$ cat config.mk
export PLATFORM = sky130hd
export DESIGN_NAME = exp_x
export DESIGN_NICKNAME = d
export VERILOG_FILES = /design/src/rtl/exp_x.sv
export SDC_FILE = /design/constraint.sdc
export NUM_CORES = 1
export LEC_CHECK = 0
export CORE_ASPECT_RATIO = 1.75
export CORE_MARGIN = 2
export CORE_UTILIZATION = 35
export DETAILED_ROUTE_END_ITERATION = 8
export GPL_ROUTABILITY_DRIVEN = 0
export PLACE_DENSITY_LB_ADDON = 0.3
export RECOVER_POWER = 25
export SYNTH_ARGS = -nofsm -noshare
export SYNTH_HDL_FRONTEND = slang
export SYNTH_SLANG_ARGS = --single-unit
$ cat constraint.sdc
create_clock -name clk -period 7.3 [get_ports clk]
set_clock_uncertainty 0.15 [all_clocks]
set_input_delay 1.46 -clock clk [delete_from_list [all_inputs] [get_ports clk]]
set_output_delay 1.46 -clock clk [all_outputs]
set_load 0.01 [all_outputs]
$ cat src/rtl/exp_x.sv
// Iterative hyperbolic CORDIC (rotation mode) producing e^x = cosh(x) + sinh(x).
// Q2.14 in/out, one micro-rotation per clock, start/done handshake.
module exp_x #(
    parameter int unsigned N_ITER = 15,
    parameter int unsigned GUARD  = 4
) (
    input  logic        clk,
    input  logic        rst,
    input  logic        st,
    input  logic [15:0] x,
    output logic [15:0] result,
    output logic        done,
    output logic        busy,
    output logic        err
);

    localparam int unsigned XW      = 16;
    localparam int unsigned W       = XW + GUARD + 1;
    localparam int unsigned FRAC    = 14 + GUARD;
    localparam int unsigned N_STEPS = N_ITER + ((N_ITER >= 4) ? 1 : 0) + ((N_ITER >= 13) ? 1 : 0);
    localparam int unsigned CW      = $clog2(N_STEPS);

    localparam logic signed [W-1:0] X_INIT = W'(19784 * (2 ** GUARD));
    localparam logic signed [W-1:0] Z_ONE  = W'(2 ** FRAC);
    localparam logic [CW-1:0]       LAST   = CW'(N_STEPS - 1);

    typedef enum logic [1:0] {
        S_IDLE,
        S_RUN,
        S_FIN
    } state_t;

    state_t state, state_next;

    logic signed [W-1:0] xr, yr, zr;
    logic [CW-1:0]       cnt;

    // Step number -> hyperbolic index; indices 4 and 13 are repeated for convergence.
    function automatic logic [CW-1:0] iter_index(input logic [CW-1:0] s);
        int unsigned i;
        i = 32'(s) + 1;
        if (32'(s) >= 4)  i = i - 1;
        if (32'(s) >= 14) i = i - 1;
        return CW'(i);
    endfunction

    // atanh(2^-i) in Q2.18, truncated; beyond i=7 it equals 2^-i to within a fraction of an LSB.
    function automatic logic signed [W-1:0] atanh_lut(input logic [CW-1:0] i);
        logic signed [W-1:0] v;
        case (32'(i))
            1:       v = W'(143997);
            2:       v = W'(66954);
            3:       v = W'(32940);
            4:       v = W'(16405);
            5:       v = W'(8194);
            6:       v = W'(4096);
            7:       v = W'(2048);
            default: v = Z_ONE >>> i;
        endcase
        return v;
    endfunction

    logic [CW-1:0]       sh;
    logic                d_pos;
    logic signed [W-1:0] xs, ys, ang;
    logic signed [W-1:0] x_nx, y_nx, z_nx, sum_nx;
    logic signed [15:0]  xin;
    logic                in_range;

    // One micro-rotation datapath.
    always_comb begin
        sh     = iter_index(cnt);
        d_pos  = ~zr[W-1];
        xs     = xr >>> sh;
        ys     = yr >>> sh;
        ang    = atanh_lut(sh);
        x_nx   = d_pos ? (xr + ys) : (xr - ys);
        y_nx   = d_pos ? (yr + xs) : (yr - xs);
        z_nx   = d_pos ? (zr - ang) : (zr + ang);
        sum_nx = x_nx + y_nx;
    end

    assign xin      = $signed(x);
    assign in_range = (xin >= -16'sd16384) && (xin <= 16'sd16384);

    logic load, step, fin, reject;

    // Next-state and control decode.
    always_comb begin
        state_next = state;
        load       = 1'b0;
        step       = 1'b0;
        fin        = 1'b0;
        reject     = 1'b0;
        case (state)
            S_IDLE: begin
                if (st) begin
                    if (in_range) begin
                        load       = 1'b1;
                        state_next = S_RUN;
                    end else begin
                        reject     = 1'b1;
                        state_next = S_FIN;
                    end
                end
            end
            S_RUN: begin
                step = 1'b1;
                if (cnt == LAST) begin
                    fin        = 1'b1;
                    state_next = S_FIN;
                end
            end
            S_FIN:   state_next = S_IDLE;
            default: state_next = S_IDLE;
        endcase
    end

    always_ff @(posedge clk or posedge rst) begin
        if (rst) begin
            state  <= S_IDLE;
            xr     <= '0;
            yr     <= '0;
            zr     <= '0;
            cnt    <= '0;
            result <= '0;
            done   <= 1'b0;
            busy   <= 1'b0;
            err    <= 1'b0;
        end else begin
            state <= state_next;
            done  <= (state_next == S_FIN);
            busy  <= (state_next == S_RUN);
            if (load) begin
                xr  <= X_INIT;
                yr  <= '0;
                zr  <= W'(xin) <<< GUARD;
                cnt <= '0;
                err <= 1'b0;
            end
            if (step) begin
                xr  <= x_nx;
                yr  <= y_nx;
                zr  <= z_nx;
                cnt <= cnt + CW'(1);
            end
            if (fin) begin
                result <= 16'(sum_nx >>> GUARD);
            end
            if (reject) begin
                err    <= 1'b1;
                result <= '0;
            end
        end
    end

endmodule

==> impl_metrics.tcl, run 1 <==
set metrics [dict create \
    clock_path_buffers 2 \
    violations "max-capacitance violations, max-slew violations" \
    ys_top_cells_by_count "nand2_1 (203), a21oi_1 (116), nor2_1 (109)" \
    crit_type "reg -> reg" \
    numCtsBuffers 9 \
    crit_path_end_kind "flop" \
    drv_slew 37 \
    path_clk_slew_ps 70 \
    num_io_pins 38 \
    synthesis.area_sq_um 11600 \
    wl_um 43200 \
    synthTopCellsByArea "dfrtp_1 (19%), ha_1 (9.1%), nand2_1 (6.6%)" \
    cap_violations 1 \
    die_w_um 142 \
    fin_crit_sh_pct 96.9 \
    hp-class "reg -> reg" \
    yosysTopAreaCell "dfrtp_1" \
    wl_per_cell_um 21.4 \
    antenna_found_initial 0 \
    cts_htree_levels 3 \
    fillCellCount 3338 \
    drt_first_pass_iters 5 \
    status "complete, but fails checks" \
    grt_pass1_wl_um 67300 \
    cts_tree "done" \
    drive_gt1_share_pct 15.9 \
    yosys_warnings 0 \
    worst_pin_slew_ps 1820 \
    grt_pass1_vias 12100 \
    fmax_mhz 141 \
    syn_inst 1528 \
    cpPeakStageDelay_ps 440 \
    synth-seq-cells 89 \
    drc_errors 0 \
    cts_sinks 89 \
    max-slew-margin-rel_pct -22.0 \
    synth-edff-count 0 \
    synthFlopType "dfrtp_1" \
    synth_nets 1634 \
    grt_start_max_net_pins 64 \
    syn_to_final_growth_pct 18.1 \
    synth_top_area_share_pct 19.2 \
    route.antenna.remaining_nets 0 \
    crit_slowest_cell "or3_1" \
    async_flop_share_pct 100 \
    cts_root_buf "clkbuf_16" \
    viasPerCell 6.11 \
    nets 1716 \
    layout_min_cycle_time_ps 7070 \
    core_area_sq_um 32800 \
    crit_start "cnt[0]$_DFFE_PP0P_" \
    io_buffers 37 \
    hold_viol_final 0 \
    seqCellArea_sq_um 2230 \
    avgSynthCellArea_sq_um 7.60 \
    start_util_pct 35.4 \
    yosysMostFrequentCell "nand2_1" \
    first_iter_violations 971 \
    grt.total_usage_pct 25.1 \
    rsz0062_at_grt "yes" \
    dieArea_sq_um 34700 \
    dp_hpwl_um 32800 \
    die_h_um 245 \
    via_count 12300 \
    setup_viol 0 \
    overflow 0 \
    yosysSeqAreaShare_pct 19.2 \
    hp-start "err$_DFFE_PP0P_" \
    crit_fanout 28 \
    arrival_ps 7190 \
    timing.rr.start "cnt[0]$_DFFE_PP0P_" \
    critical_path_required_ps 7420 \
    rows 88 \
    diodes 0 \
    critPathLaunchType "flop" \
    clock_latency_ps 390 \
    yosys.cell_types.count 98 \
    timing.hold.ws_ps 350 \
    critPathMostFrequentCell "or3_1" \
    multi_input_area_sq_um 9100 \
]
-- cell usage in the layout, fill, tap and decap left out, drive strengths merged, types with 41 or more instances in the layout --
cell type  count
nand2        204
buf          123
a21oi        119
nor2         112
o21ai        112
dfrtp         89
ha            84
xnor2         73
nand3         72
inv           52
xor2          46
mux2i         45
nor3          41
-- layout make-up --
| cell class | instances | share of cell area (%) |
|---|---|---|
| multi-input cells | 1297 | 66.4 |
| well taps | 405 | 3.69 |
| repair buffers | 161 | 10.2 |
| clock buffers | 11 | 1.77 |
| flip-flops and latches | 89 | 16.2 |
| inverters | 52 | 1.43 |
| clock inverters | 5 | 0.283 |
-- flip-flops by register name (all words and copies together) (netlist names) --
register / flops
busy: 1
done: 1
err: 1
zr: 21
state: 2
xr: 21
result: 16
yr: 21
cnt: 5
-- path summary, 6_finish.rpt --
check                                         end  slack (ps)  depth (start not counted)
max                        result[12]$_DFFE_PP0P_         230                         32
min                               err$_DFFE_PP0P_         350                          2
max reg2reg                result[12]$_DFFE_PP0P_         230                         32
min reg2reg                       err$_DFFE_PP0P_         350                          2
max in group asynchronous      zr[17]$_DFFE_PP0P_        3710                          3
min in group asynchronous  result[13]$_DFFE_PP0P_        1810                          2
-- layer usage --
layer | vias up | wire length (um) | global-route usage, %
met5 | - | 0 | 0
met4 | 0 | 3820 | 18.2
met3 | 216 | 2260 | 4.45
met2 | 482 | 21400 | 43.5
met1 | 5876 | 15700 | 27.1
li1 | 5761 | - | -
-- cells by family after synthesis --
logic type	share of synthesized area, %
simple gates	23.0
compound gates	27.2
buf+inv	5.52
xor+xnor	9.11
flops	19.2
fa+ha+maj	9.57
mux	6.40
-- repair_timing --
item / CTS / global route
hold buffers: 0 / 0
setup endpoints to repair: 4 / 13
endpoints found under the hold margin: 0 / 0
buffers inserted: 2 / 9
pin swaps: 2 / 14
gates resized for setup: 23 / 65
cloned: 0 / 1
-- critical path, delay by kind of cell (launching register included) --
family	cells	cell delay [ps]
buffers and inverters	4	450
adders and majority gates	4	950
and+or+nand+nor	9	2340
DFF	1	400
xor gates and xnor gates	3	460
AOI/OAI and AO/OA	12	2170
-- metrics by stage --
step | cell area (sq um) | cells | setup slack, ps | util, % | setup TNS, ps
CTS | 13400 | 2010 | 1.21 | 40.7 | 0
floorplan | 11600 | 1528 | 14.8 | - | 0
detailed placement | 13000 | 1992 | -360 | 39.5 | -1080
finish | 13700 | 2020 | 227 | 41.8 | 0
global placement | 13000 | 1992 | -294 | 39.5 | -806
global route | 13700 | 2020 | -88.2 | 41.8 | -96.8
Power of run 1 is left out: the tool's default activity adds up to more than one toggle a clock period on the data nets, which glitch-free logic cannot reach.
==> run 2: changes to the inputs <==
clock period = 7.2 ns   (was 7.3 ns; I/O delays follow)
==> impl_metrics.tcl, run 2 (synthesis gave the netlist of run 1 again) <==
set metrics [dict create \
    cp_top_family "simple AND/OR/NAND/NOR gates" \
    reg.largest.list "xr x21, yr x21, zr x21" \
    rsz0062_at_grt "yes" \
    dp_hpwl_um 33500 \
    placed_cells 2051 \
    crit_slowest_cell "mux4_2" \
    first_iter_violations 949 \
    ff2ff_path_depth 33 \
    viasPerCell 5.99 \
    min_to "result[12]$_DFFE_PP0P_" \
    clock_latency_ps 390 \
    io_buffers 37 \
    grt.total_usage_pct 25.2 \
    cap_violations 1 \
    hp-class "reg -> reg" \
    timing.rr.start "cnt[0]$_DFFE_PP0P_" \
    route.antenna.remaining_nets 0 \
    grt_pass1_vias 12600 \
    die_w_um 142 \
    arrival_ps 7130 \
    fin_tns_setup_ps 0 \
    antenna_found_initial 0 \
    regToRegSetupSlack_ps 190 \
    status "complete, but fails checks" \
    grt_start_max_net_pins 50 \
    dieArea_sq_um 34700 \
    wl_um 43600 \
    r2r-end "result[14]$_DFFE_PP0P_" \
    path_clk_slew_ps 80 \
    max-slew-margin-rel_pct -72.2 \
    path_buf_inv 6 \
    use_met1_pct 26.7 \
    drc_errors 0 \
    fmax_mhz 143 \
    most-common-layout-cells "nand2_1 (201), buf_4 (182), a21oi_1 (102)" \
    overflow 0 \
    clock_path_buffers 2 \
    cpPeakStageDelay_ps 480 \
    crit_path_end_kind "flop" \
    grt_pass1_wl_um 68200 \
    start_util_pct 35.4 \
    wl_per_cell_um 20.9 \
    top_usage_layer "met2" \
    layout_min_cycle_time_ps 7010 \
    num_io_pins 38 \
    setup_viol 0 \
    critical_path_required_ps 7320 \
    hold_viol_final 0 \
    syn_to_final_growth_pct 24.2 \
    nets 1785 \
    hold_depth 2 \
    grtUsageMet2_pct 44.2 \
    violations "max-capacitance violations, max-slew violations" \
    final_cells 2089 \
    final_common_cell "nand2_1" \
    core_area_sq_um 32800 \
    cts_htree_levels 3 \
    cts_root_buf "clkbuf_16" \
    rows 88 \
    crit_type "reg -> reg" \
    crit_fanout 5 \
    cts_sinks 89 \
    diodes 0 \
    worst_pin_slew_ps 2570 \
    place_area_sq_um 13400 \
    drt_first_pass_iters 5 \
    final_area_sq_um 14400 \
    drv_slew 50 \
    cts_tree "done" \
    drive_gt1_share_pct 20.8 \
    critPathLaunchType "flop" \
    via_count 12500 \
    fin_crit_sh_pct 97.4 \
    hp-start "result[12]$_DFFE_PP0P_" \
    die_h_um 245 \
    met3_usage_pct 4.31 \
    numCtsBuffers 9 \
]
run 2: cell count changes in the layout (fill, tap and decap cells not counted), sizes merged:
cell / before / now
buf: 123 / 193
clkinvlp: 2 / 1
clkinv: 3 / 4
clkdlybuf4s50: 23 / 36
clkbuf: 12 / 10
bufinv: 0 / 1
dlygate4sd3: 14 / 1
run 2: per-stage QoR:
step                      worst slack, ps  hold WS, ps  util, %
after global placement               -412          326     40.8
after detailed placement             -433          329     40.8
after floorplan                      12.4          306        -
final                                 188          345     43.9
after CTS                           -30.3          346     42.2
after global routing                 -110          375     43.9
run 2: metal layers:
metal | share of wire (%) | up-vias | routed length [um]
met5 | 0 | - | 0
met2 | 50 | 464 | 21700
met3 | 5.6 | 206 | 2450
met4 | 8.8 | 0 | 3830
li1 | - | 5886 | -
met1 | 36 | 5959 | 15600
run 2: final cells by class:
type	count	area, sq um
Fill cell	3300	18400
Clock inverter	6	66.3
Multi-Input combinational cell	1297	9290
Sequential cell	89	2230
Inverter	52	196
Clock buffer	10	229
Timing Repair Buffer	230	1900
Tap cell	405	507
run 2: worst min-delay path, stage by stage, from the launching register on:
cell	delay (ps)
dfrtp_1	350
nand2_1	50
o21ai_1	60
run 2: timing repair:
action | 4_1_cts | 5_1_grt
hold buffers | 0 | 0
gates resized for setup | 26 | 95
endpoints found under the hold margin | 0 | 0
setup buffers | 4 | 19
setup endpoints to repair | 5 | 15
pin swaps | 1 | 36
run 2: worst max-delay path by stage:
stage,startpoint,endpoint,cells after the start
final,cnt[0]$_DFFE_PP0P_,result[14]$_DFFE_PP0P_,33
after floorplan,cnt[0]$_DFFE_PP0P_,result[12]$_DFFE_PP0P_,37
after CTS,cnt[0]$_DFFE_PP0P_,result[12]$_DFFE_PP0P_,33
after global routing,cnt[0]$_DFFE_PP0P_,result[12]$_DFFE_PP0P_,33
after detailed placement,cnt[0]$_DFFE_PP0P_,result[12]$_DFFE_PP0P_,32
after global placement,cnt[0]$_DFFE_PP0P_,result[12]$_DFFE_PP0P_,33
Power of run 2 is left out for the same reason.
==> run 3: changes to the inputs <==
CORE_UTILIZATION = 55   (was 35)
==> impl_metrics.tcl, run 3 (synthesis gave the netlist of run 1 again) <==
set metrics [dict create \
    status "complete, but fails checks" \
    violations "design-rule violations, max-capacitance violations, max-slew violations" \
    final_common_cell "nand2_1" \
    max-slew-margin-rel_pct -3.35 \
    dp_hpwl_um 29500 \
    dp_slack_ps -228 \
    syn_to_final_growth_pct 20.5 \
    hold_depth 1 \
    arrival_ps 7150 \
    diodes 0 \
    hold_viol_final 0 \
    via_count 12800 \
    drt_first_pass_iters 9 \
    cap_violations 1 \
    cts_sinks 89 \
    dieArea_sq_um 22300 \
    setup_ws_ps 155 \
    timing.rr.start "cnt[0]$_DFFE_PP0P_" \
    nets 1751 \
    fin_crit_sh_pct 97.9 \
    fmax_mhz 142 \
    clock_latency_ps 370 \
    numCtsBuffers 9 \
    viasPerCell 6.76 \
    min_to "result[7]$_DFFE_PP0P_" \
    grt_pass1_wl_um 63100 \
    drive_gt1_share_pct 19.3 \
    crit_type "reg -> reg" \
    path_buf_inv 5 \
    setup_viol 0 \
    wl_um 40900 \
    cpPeakStageDelay_ps 390 \
    reg.largest.list "xr x21, yr x21, zr x21" \
    most-common-layout-cells "nand2_1 (201), buf_4 (151), a21oi_1 (103)" \
    regToRegSetupSlack_ps 150 \
    crit_fanout 6 \
    grt.total_usage_pct 35.7 \
    clock_path_buffers 2 \
    crit_path_end_kind "flop" \
    cts_tree "done" \
    path_clk_slew_ps 70 \
    cp_top_family "simple AND/OR/NAND/NOR gates" \
    hold_buffers 0 \
    wl_per_cell_um 21.5 \
    die_h_um 196 \
    drv_slew 32 \
    hp-start "result[7]$_DFFE_PP0P_" \
    io_buffers 37 \
    first_iter_violations 1392 \
    start_util_pct 55.7 \
    route.antenna.remaining_nets 0 \
    rows 70 \
    overflow 0 \
    critPathLaunchType "flop" \
    cts_root_buf "clkbuf_16" \
    crit_slowest_cell "dfrtp_1" \
    antenna_found_initial 0 \
    drc_errors 2 \
    cts_htree_levels 3 \
    core_area_sq_um 20800 \
    layout_min_cycle_time_ps 7050 \
    ff2ff_path_depth 32 \
    worst_pin_slew_ps 1540 \
    critical_path_required_ps 7310 \
    r2r-end "result[12]$_DFFE_PP0P_" \
    critPathMostFrequentCell "and3_1" \
    hp-class "reg -> reg" \
    grt_start_max_net_pins 76 \
    die_w_um 114 \
    num_io_pins 38 \
    grt_pass1_vias 12200 \
]
==> run 3: cell types whose count changed in the layout (fill, tap and decap cells not counted), sizes merged <==
| cell | previous run | this run |
|---|---|---|
| dlygate4sd3 | 1 | 19 |
| buf | 193 | 158 |
| clkinv | 4 | 2 |
| clkinvlp | 1 | 3 |
| clkdlybuf4s50 | 36 | 18 |
==> run 3: per-stage QoR <==
| step | utilization (%) | hold slack [ps] | TNS [ps] | instances | instance area, sq um |
|---|---|---|---|---|---|
| after floorplan | - | 306 | 0 | 1528 | 11600 |
| after global placement | 61.9 | 328 | 0 | 1855 | 12900 |
| after detailed placement | 61.9 | 337 | -522 | 1855 | 12900 |
| after CTS | 63.7 | 357 | -26.1 | 1871 | 13300 |
| after global routing | 67.1 | 368 | -402 | 1901 | 14000 |
| final | 67.1 | 349 | 0 | 1901 | 14000 |
==> run 3: area by class of cell <==
cell class / instances / area, sq um
flip-flops and latches: 89 / 2230
repair buffers: 196 / 1660
inverters: 52 / 196
fillers: 1701 / 6850
clock inverters: 6 / 67.6
well taps: 252 / 315
clock buffers: 9 / 225
multi-input cells: 1297 / 9300
==> run 3: worst max path at each step <==
stage                                   endpoint  cells after the start  slack (ps)          startpoint
final                     result[12]$_DFFE_PP0P_                     32         150  cnt[0]$_DFFE_PP0P_
after global routing      result[12]$_DFFE_PP0P_                     33        -160  cnt[0]$_DFFE_PP0P_
after CTS                 result[12]$_DFFE_PP0P_                     29         -30  cnt[0]$_DFFE_PP0P_
after detailed placement  result[12]$_DFFE_PP0P_                     29        -230  cnt[3]$_DFFE_PP0P_
after global placement    result[12]$_DFFE_PP0P_                     32          20  cnt[3]$_DFFE_PP0P_
after floorplan           result[12]$_DFFE_PP0P_                     37          10  cnt[0]$_DFFE_PP0P_
==> run 3: metal layers <==
metal  wire [um]  GRT usage [%]  vias up
met5           0              0        -
met4        3460           23.9        0
met3        3450           6.67      284
met2       19200           58.3      776
met1       14800           42.1     5953
li1            -              -     5835
==> run 3: repair_timing <==
item | 4_1_cts | 5_1_grt
gates resized for setup | 17 | 101
setup buffers | 1 | 29
gates cloned | 0 | 1
pin swaps | 2 | 39
setup endpoints to repair | 4 | 15
Power of run 3 is left out for the same reason.
